`src/rtl/rv_bpu.sv`:
```
// -----------------------------------------------------------------------------
// rv_bpu -- branch prediction and hazard unit for the 5-stage RV32 core.
//
// IF : next-PC prediction from a tagged BTB plus a saturating-counter pattern
//      table. The index is bimodal (MODE=0) or gshare (MODE=1).
// ID : load-use hazard detection, which stalls PC and IF/ID and injects a bubble.
// EX : branch resolution, flush/redirect on a mispredict, and table, GHR and
//      performance-counter updates.
//
// Parameters
//   IDX_W  table index bits (2^IDX_W entries)
//   CNT_W  saturating counter width, 2..4
//   GHR_W  global history width, 2..IDX_W
//   MODE   0 = bimodal, 1 = gshare
//
// Ports
//   clk, rstn                      clock, asynchronous active-low reset
//   if_pc_i                        fetch PC
//   pred_taken_o / pred_target_o   IF prediction
//   pred_ghr_o                     history snapshot carried down the pipe
//   id_instr_i                     ID instruction (rs1/rs2 fields)
//   ex_mem_read_i, ex_rd_i         EX load and its destination register
//   ex_branch_i .. ex_ghr_i        EX branch resolution and carried prediction
//   pc_write_o, if_id_write_o      stall enables (0 = hold)
//   ctrl_write_o                   0 = bubble into ID/EX
//   flush_o, redirect_pc_o         mispredict squash and corrected PC
//   perf_br_o, perf_miss_o         resolved-branch and mispredict counters
// -----------------------------------------------------------------------------
module rv_bpu #(
   parameter int IDX_W = 4,
   parameter int CNT_W = 2,
   parameter int GHR_W = 4,
   parameter int MODE  = 1
) (
   input  logic             clk,
   input  logic             rstn,
   // IF
   input  logic [31:0]      if_pc_i,
   output logic             pred_taken_o,
   output logic [31:0]      pred_target_o,
   output logic [GHR_W-1:0] pred_ghr_o,
   // ID
   input  logic [31:0]      id_instr_i,
   input  logic             ex_mem_read_i,
   input  logic [4:0]       ex_rd_i,
   // EX
   input  logic             ex_branch_i,
   input  logic             ex_taken_i,
   input  logic [31:0]      ex_pc_i,
   input  logic [31:0]      ex_target_i,
   input  logic             ex_pred_taken_i,
   input  logic [31:0]      ex_pred_target_i,
   input  logic [GHR_W-1:0] ex_ghr_i,
   // pipeline control
   output logic             pc_write_o,
   output logic             if_id_write_o,
   output logic             ctrl_write_o,
   output logic             flush_o,
   output logic [31:0]      redirect_pc_o,
   // performance
   output logic [31:0]      perf_br_o,
   output logic [31:0]      perf_miss_o
);

   localparam int                 N        = 1 << IDX_W;
   localparam int                 TAG_W    = 32 - IDX_W - 2;
   localparam logic [CNT_W-1:0]   CNT_INIT = CNT_W'((1 << (CNT_W - 1)) - 1);
   localparam logic [CNT_W-1:0]   CNT_MAX  = '1;

   // ---------------------------------------------------------------------------
   // Storage. The BTB and the counters share one index.
   // ---------------------------------------------------------------------------
   logic             r_valid  [N];
   logic [TAG_W-1:0] r_tag    [N];
   logic [31:0]      r_target [N];
   logic [CNT_W-1:0] r_cnt    [N];
   logic [GHR_W-1:0] r_ghr;
   logic [31:0]      r_perf_br;
   logic [31:0]      r_perf_miss;

   // In gshare mode the history is zero-extended into the low index bits.
   function automatic logic [IDX_W-1:0] f_idx(input logic [31:0]      pc,
                                              input logic [GHR_W-1:0] ghr);
      logic [IDX_W-1:0] h;
      h = '0;
      if (MODE != 0) h[GHR_W-1:0] = ghr;
      return pc[IDX_W+1:2] ^ h;
   endfunction

   // ---------------------------------------------------------------------------
   // IF prediction
   // ---------------------------------------------------------------------------
   logic [IDX_W-1:0] w_if_idx;
   logic             w_if_hit;
   logic             w_if_taken;

   assign w_if_idx   = f_idx(if_pc_i, r_ghr);
   assign w_if_hit   = r_valid[w_if_idx] && (r_tag[w_if_idx] == if_pc_i[31:IDX_W+2]);
   assign w_if_taken = w_if_hit && r_cnt[w_if_idx][CNT_W-1];

   // The reset clears every valid bit, so the prediction is not-taken during reset.
   assign pred_taken_o  = w_if_taken;
   assign pred_target_o = w_if_taken ? r_target[w_if_idx] : (if_pc_i + 32'd4);
   assign pred_ghr_o    = r_ghr;

   // ---------------------------------------------------------------------------
   // EX resolution
   // ---------------------------------------------------------------------------
   logic             w_mispredict;
   logic             w_flush;
   logic [IDX_W-1:0] w_up_idx;

   // A taken branch whose direction was right but whose target was wrong is
   // still a mispredict.
   assign w_mispredict = ex_branch_i &&
                         ((ex_taken_i != ex_pred_taken_i) ||
                          (ex_taken_i && (ex_target_i != ex_pred_target_i)));

   // Hold flush low during reset so the pipe is not redirected from stale EX inputs.
   assign w_flush       = w_mispredict && rstn;
   assign flush_o       = w_flush;
   assign redirect_pc_o = !w_flush   ? 32'd0 :
                          ex_taken_i ? ex_target_i : (ex_pc_i + 32'd4);

   // The update uses the history carried with the branch, not the live GHR.
   assign w_up_idx = f_idx(ex_pc_i, ex_ghr_i);

   // ---------------------------------------------------------------------------
   // Load-use hazard and stall/flush priority
   // ---------------------------------------------------------------------------
   logic w_luse;

   assign w_luse = ex_mem_read_i && (ex_rd_i != 5'd0) &&
                   ((ex_rd_i == id_instr_i[19:15]) || (ex_rd_i == id_instr_i[24:20]));

   always_comb begin
      pc_write_o    = 1'b1;
      if_id_write_o = 1'b1;
      ctrl_write_o  = 1'b1;
      if (w_flush) begin
         // The ID instruction is on the wrong path, so ignore its hazard and let
         // the redirect through.
         ctrl_write_o = 1'b0;
      end else if (w_luse) begin
         pc_write_o    = 1'b0;
         if_id_write_o = 1'b0;
         ctrl_write_o  = 1'b0;
      end
   end

   // ---------------------------------------------------------------------------
   // State update. Reads above see the pre-edge contents, so a same-cycle IF
   // read of the entry being written returns the old value.
   // ---------------------------------------------------------------------------
   always_ff @(posedge clk or negedge rstn) begin
      if (!rstn) begin
         for (int i = 0; i < N; i++) begin
            r_valid[i]  <= 1'b0;
            r_tag[i]    <= '0;
            r_target[i] <= '0;
            r_cnt[i]    <= CNT_INIT;
         end
         r_ghr       <= '0;
         r_perf_br   <= '0;
         r_perf_miss <= '0;
      end else if (ex_branch_i) begin
         if (ex_taken_i) begin
            if (r_cnt[w_up_idx] != CNT_MAX) r_cnt[w_up_idx] <= r_cnt[w_up_idx] + 1'b1;
            // A tag conflict overwrites the entry. The counter is aliased and
            // keeps its value.
            r_valid[w_up_idx]  <= 1'b1;
            r_tag[w_up_idx]    <= ex_pc_i[31:IDX_W+2];
            r_target[w_up_idx] <= ex_target_i;
         end else begin
            if (r_cnt[w_up_idx] != '0) r_cnt[w_up_idx] <= r_cnt[w_up_idx] - 1'b1;
         end
         r_ghr     <= (r_ghr << 1) | GHR_W'(ex_taken_i);
         r_perf_br <= r_perf_br + 32'd1;
         if (w_mispredict) r_perf_miss <= r_perf_miss + 32'd1;
      end
   end

   assign perf_br_o   = r_perf_br;
   assign perf_miss_o = r_perf_miss;

   // Byte-offset PC bits and the non-register instruction fields are not needed.
   logic w_unused;
   assign w_unused = ^{if_pc_i[1:0], ex_pc_i[1:0], id_instr_i[31:25], id_instr_i[14:0]};

endmodule

```
`config.mk`:
```
export PLATFORM = sky130hd
export DESIGN_NAME = rv_bpu
export DESIGN_NICKNAME = d
export VERILOG_FILES = /design/src/rtl/rv_bpu.sv
export SDC_FILE = /design/constraint.sdc
export NUM_CORES = 2
export LEC_CHECK = 0
export BUFFER_PORTS_ARGS = -buffer_cell sky130_fd_sc_hd__buf_2
export CAP_MARGIN = 20
export CORE_ASPECT_RATIO = 0.5
export CORE_UTILIZATION = 55
export DETAILED_ROUTE_END_ITERATION = 7
export PLACE_DENSITY = 0.7
export SLEW_MARGIN = 20
export SYNTH_ARGS = -nofsm -noshare
export SYNTH_HDL_FRONTEND = slang
export SYNTH_SLANG_ARGS = --single-unit
```
`constraint.sdc`:
```
create_clock -name clk -period 5 [get_ports clk]
set_clock_uncertainty 0.15 [all_clocks]
set_input_delay 0.25 -clock clk [delete_from_list [all_inputs] [get_ports clk]]
set_output_delay 0.25 -clock clk [all_outputs]
set_load 0.05 [all_outputs]
```
After elaboration in Yosys (flattened, before gate mapping)
Cells that the tools add are included.

operators by class
  add/sub/neg operators = 6
  order comparisons = 3
  equality and inequality tests = 7
  mux-type cells = 36
  bitwise logic cells = 6
  reductions and logical operators = 16

operators by type and width
  operator                 count
  $bwmux W512              1
  $bwmux W416              1
  $mux W32                 9
  $bmux W32 S4             1
  $demux W32 S4            1
  $bmux W26 S4             1
  $demux W26 S4            1
  $mux W26                 3
  $add A32 B1 Y32 const B  2
  $add A32 B3 Y32 const B  2
  $bwmux W32               2
  $ne A32 B32 Y1           1
  $eq A26 B26 Y1           1
  $bmux W2 S4              2
  $or A16 B16 Y16          1
  $eq A5 B5 Y1             2
  $ge A5 B5 Y1 const B     2
  $mux W2                  5
  $not A4 Y5               2
  $demux W2 S4             1
  $logic_and A1 B1 Y1      8
  $xor A4 B4 Y4            2
  $mux W1                  6
  $lt A5 B1 Y1 const B     1
  other kinds (13)         16

storage, ports and cells
  register bits = 1,044
  bits of input ports = 175
  output and inout bits = 137
  logic and storage cells = 141

Longest topological paths before layout
  depth in word-level cells = 9
  mapped depth = 15
  depth with buffers taken out = 13

Worst setup path after synthesis
OpenSTA, ideal clock, no wires.

  path type = reg2out
  start = register r_ghr[0] (netlist: pred_ghr_o[0])
  end = output pred_taken_o
  arrival time = 4,507 ps
  required time = 4,600 ps
  setup slack = 93 ps
  stages on the path, launching flop included = 11
  buffers on the path = 2
  path through = dfrtp_1 -> xor2_2 -> buf_4 -> buf_4 -> mux4_2 -> xnor2_1 -> nor2_1 -> or3_1 -> nor4_1 -> nand4_1 -> nor4b_1

on the way
  word-level cells in the longest chain between the ends = 8
  elaborated cells between the ends (all ways) = 14
  those cells by class = 1 x eq/ne; 9 x mux; 2 x bitwise; 2 x reduce/logical

ends and longest elaborated chain
  what                                         RTL line  source
  start, declared                              77        logic [GHR_W-1:0] r_ghr;
  start signal, assigned                       177       r_ghr <= (r_ghr << 1) | GHR_W'(ex_taken_i);
  $xor A4 B4 Y4 *                              87        return pc[IDX_W+1:2] ^ h;
  $not A4 Y5 (not written as such) *           98, 99
  $bmux W26 S4                                 98        assign w_if_hit = r_valid[w_if_idx] && (r_tag[w_if_idx] == if_pc_i[31:IDX_W+2]);
  $mux W26 (not written as such) (2 in a row)  98
  $eq A26 B26 Y1                               98
  $logic_and A1 B1 Y1                          98
  $logic_and A1 B1 Y1 *                        99        assign w_if_taken = w_if_hit && r_cnt[w_if_idx][CNT_W-1];
  end, declared                                39        output logic pred_taken_o,

Every way passes the cells marked *; elsewhere a longest branch is shown, timed or not. The select of a mux whose other input is x is not followed.

Final worst setup path
  start = register r_ghr[3] (netlist: pred_ghr_o[3])
  end = output pred_target_o[12]

on the way
  word-level cells in the longest chain between the ends = 9
  elaborated cells between the ends (all ways) = 18
  those cells by class = 1 x eq/ne; 13 x mux; 2 x bitwise; 2 x reduce/logical

ends and longest elaborated chain
  what                                         RTL line     source
  $xor A4 B4 Y4 *                              87
  $not A4 Y5 (not written as such) *           98, 99, 103
  $bmux W26 S4                                 98
  $mux W26 (not written as such) (2 in a row)  98
  $eq A26 B26 Y1                               98
  $logic_and A1 B1 Y1                          98
  $logic_and A1 B1 Y1                          99
  $mux W32 *                                   103          assign pred_target_o = w_if_taken ? r_target[w_if_idx] : (if_pc_i + 32'd4);
  end, declared                                40           output logic [31:0] pred_target_o,

Marks and branches as above.

==> impl_metrics.json <==
{
  "grt_start_max_net_pins": 180,
  "place_hpwl_mm": 87.7,
  "dieArea_sq_mm": 0.0926,
  "leakage_uw": 0.0262,
  "htree_levels": 3,
  "final_common_cell": "dfrtp_1",
  "drtIter0Drc": 2752,
  "cts_tree": "yes",
  "utilization_pct": 63.9,
  "ios": 312,
  "numPortBuffers": 289,
  "drv_cap": 0,
  "antenna_found_initial": 11,
  "setup_slack_ns": 0.0842,
  "synth_edf_count": 0,
  "numCtsBuffers": 94,
  "period_needed_ns": 4.92,
  "syn_inst": 3506,
  "slew_headroom_pct": 29.5,
  "min_path_type": "in -> reg",
  "finalMaxSlewViolations": 0,
  "coreArea_sq_mm": 0.0894,
  "synth_top_flop_cell": "dfrtp_1",
  "rsz0062_at_grt": "false",
  "gp_congestion": 0.924,
  "grt_usage_pct": 30.6,
  "grt_first_pass_wirelength_mm": 210,
  "required_ns": 4.60,
  "crit_start": "pred_ghr_o[3]$_DFFE_PN0P_",
  "yosys_warnings": 0,
  "ys_types": 56,
  "ys_top_cells_by_area": "dfrtp_1 (51%), mux2_2 (21%), mux4_2 (12%), xnor2_1 (2.2%), xor2_1 (1.5%)",
  "first_pass_iters": 6,
  "combPwrFrac_pct": 27.6,
  "initial_core_util_pct": 56.2,
  "cts.sinks": 1044,
  "crit_path_end_kind": "output port",
  "netlist.top_cell.by_area": "dfrtp_1",
  "netlist.area_leader.share_pct": 51.2,
  "tns_ns": 0,
  "dpl_worst_slack_ns": 0.433,
  "ctsLongestPathBuffers": 3,
  "ir_drop_mv": 0.251,
  "die_w_um": 429,
  "sw_frac_of_total_pct": 29.5,
  "async_flop_share_pct": 100,
  "clkPwrFrac_pct": 28.0,
  "rrSetupSlack_ns": 1.98,
  "root_buffer": "clkbuf_16",
  "vias_per_cell": 6.30,
  "synth_fp_nets": 3687,
  "ff2ff_path_depth": 12,
  "wire_per_inst_um": 28.2,
  "status": "finished clean",
  "synth.avg_cell_area_sq_um": 14.3,
  "p_sw_uw": 8200,
  "grt_pass1_vias": 32357,
  "antenna_left": 0,
  "layout.cells.most_common_list": "dfrtp_1 (1026), mux2_2 (952), buf_2 (288)",
  "r2r-end": "r_cnt[23]$_DFFE_PN0P_",
  "cp.arrival_ns": 4.52,
  "internal_power_uw": 19600,
  "rows": 77,
  "max_freq_mhz": 203,
  "overflow": 0,
  "timing.final.crit_share_pct": 98.3,
  "tightest_slew_ns": 1.05,
  "clk_pin_slew_ns": 0.07,
  "p_per_area_mw_per_mm2": 486,
  "power_frac_seq_pct": 44.4,
  "num_vias": 31460,
  "drc_errors": 0,
  "nets": 3906,
  "syn_area_sq_mm": 0.0502,
  "die_height_um": 216,
  "startpoint_type": "flop",
  "hold_violations": 0,
  "synth-seq-area-share_pct": 52.1,
  "synth-seq-cells": 1044,
  "worstHoldStart": "ex_target_i[2]",
  "syn2layout_area_growth_pct": 13.7,
  "layout-drive-gt1-share_pct": 48.6,
  "clk_latency_ns": 0.70,
  "worstSetupPathType": "reg -> out",
  "setup_viol_count_final": 0,
  "crit_fanout": 48,
  "wirelength_mm": 141,
  "endpoint": "pred_target_o[12]"
}
[logic make-up (layout without fill, tap and decap cells)]
family	Yosys count	count (layout)	share of synthesized area, %
AO/OA/AOI/OAI	119	119	1.42
adder cells (fa/ha/maj)	6	6	0.150
flip-flops	1044	1044	52.1
multiplexers	1300	1300	35.3
buffers and inverters	336	628	2.86
other	0	7	0
AND/OR/NAND/NOR	489	489	4.47
XOR/XNOR	212	212	3.73
[worst max-delay path: stages (launching register included)]
cell and delay, ns:
dfrtp_1 0.48, xnor2_2 0.48, buf_4 0.88, o21ai_0 0.23, a21oi_1 0.33, or3_1 0.23
and3_1 0.22, nand4_4 0.13, buf_12 0.23, mux2_4 0.33, buf_2 0.21
[through the flow]
stage	area (sq um)	power, uW	std cells	hold WS, ns
floorplan	50200	17500	3506	-0.196
global placement	52900	19500	4750	-0.0469
detailed placement	52900	19800	4750	-0.0478
CTS	56900	27700	4977	0.00261
global route	57100	28900	4988	0.0120
finish	57100	27800	4990	0.0301
[cell usage after synthesis, drive strengths merged (3+ instances only)]
cell type     n
dfrtp      1028
mux2        981
mux4        269
buf         164
nand2       156
clkbuf      150
nor2        134
xnor2       126
xor2         86
nand3        58
mux2i        50
a21oi        40
o21ai        35
nand4        30
nor3         30
and3         25
inv          21
nor4         18
nand2b       17
dfstp        16
o22ai        11
or3           9
and2          7
a31oi         6
ha            6
a22oi         4
o31ai         4
a211oi        3
a221oi        3
[registers in the layout, summed over array words and instances, names as in the netlist, named ones only]
register,count
perf_miss_o,32
r_tag,416
r_target,512
r_cnt,16
pred_ghr_o,4
r_valid,16
perf_br_o,32
[per-layer routing]
metal	track usage (%)	share of wire, %	up-vias
li1	-	-	13186
met1	44.7	45	17072
met2	46.9	46	982
met3	5.42	5.9	220
met4	9.64	3.3	0
met5	0	0	-
[final cells by class]
cell class                      instances  area, sq um
Sequential cell                      1044        26100
Clock inverter                         39          568
Inverter                               22         82.6
Timing Repair Buffer                  437         3150
Multi-Input combinational cell       2126        22900
Antenna cell                            7         17.5
Fill cell                            6603        32300
Clock buffer                          130         2710
Tap cell                             1185         1480
[power groups by stage]
| stage | Clock [uW] | Sequential (uW) | Combinational, uW |
|---|---|---|---|
| global route | 8210 | 12600 | 8120 |
| CTS | 7860 | 12300 | 7530 |
| finish | 7760 | 12300 | 7670 |
| floorplan | 0 | 12200 | 5350 |
| global placement | 0 | 12200 | 7210 |
| detailed placement | 0 | 12400 | 7410 |
[worst min path at each step]
stage,endpoint,slack [ns],cells after the start
after floorplan,perf_br_o[0]$_DFFE_PN0P_,-0.20,0
after global placement,perf_br_o[29]$_DFFE_PN0P_,-0.05,1
after detailed placement,perf_br_o[29]$_DFFE_PN0P_,-0.05,1
after CTS,r_tag[6]$_DFFE_PN0P_,0.003,2
after global routing,r_target[386]$_DFFE_PN0P_,0.01,2
final,r_target[450]$_DFFE_PN0P_,0.03,2
[repair_timing]
action / in CTS / in global routing
hold endpoints to repair: 1184 / 0
buffers inserted: 3 / 3
pin swaps: 0 / 5
hold buffers: 54 / 0
gates cloned: 1 / 3
setup endpoints to repair: 33 / 33
gates resized for setup: 13 / 18
Power figures use the tool's default switching activity.
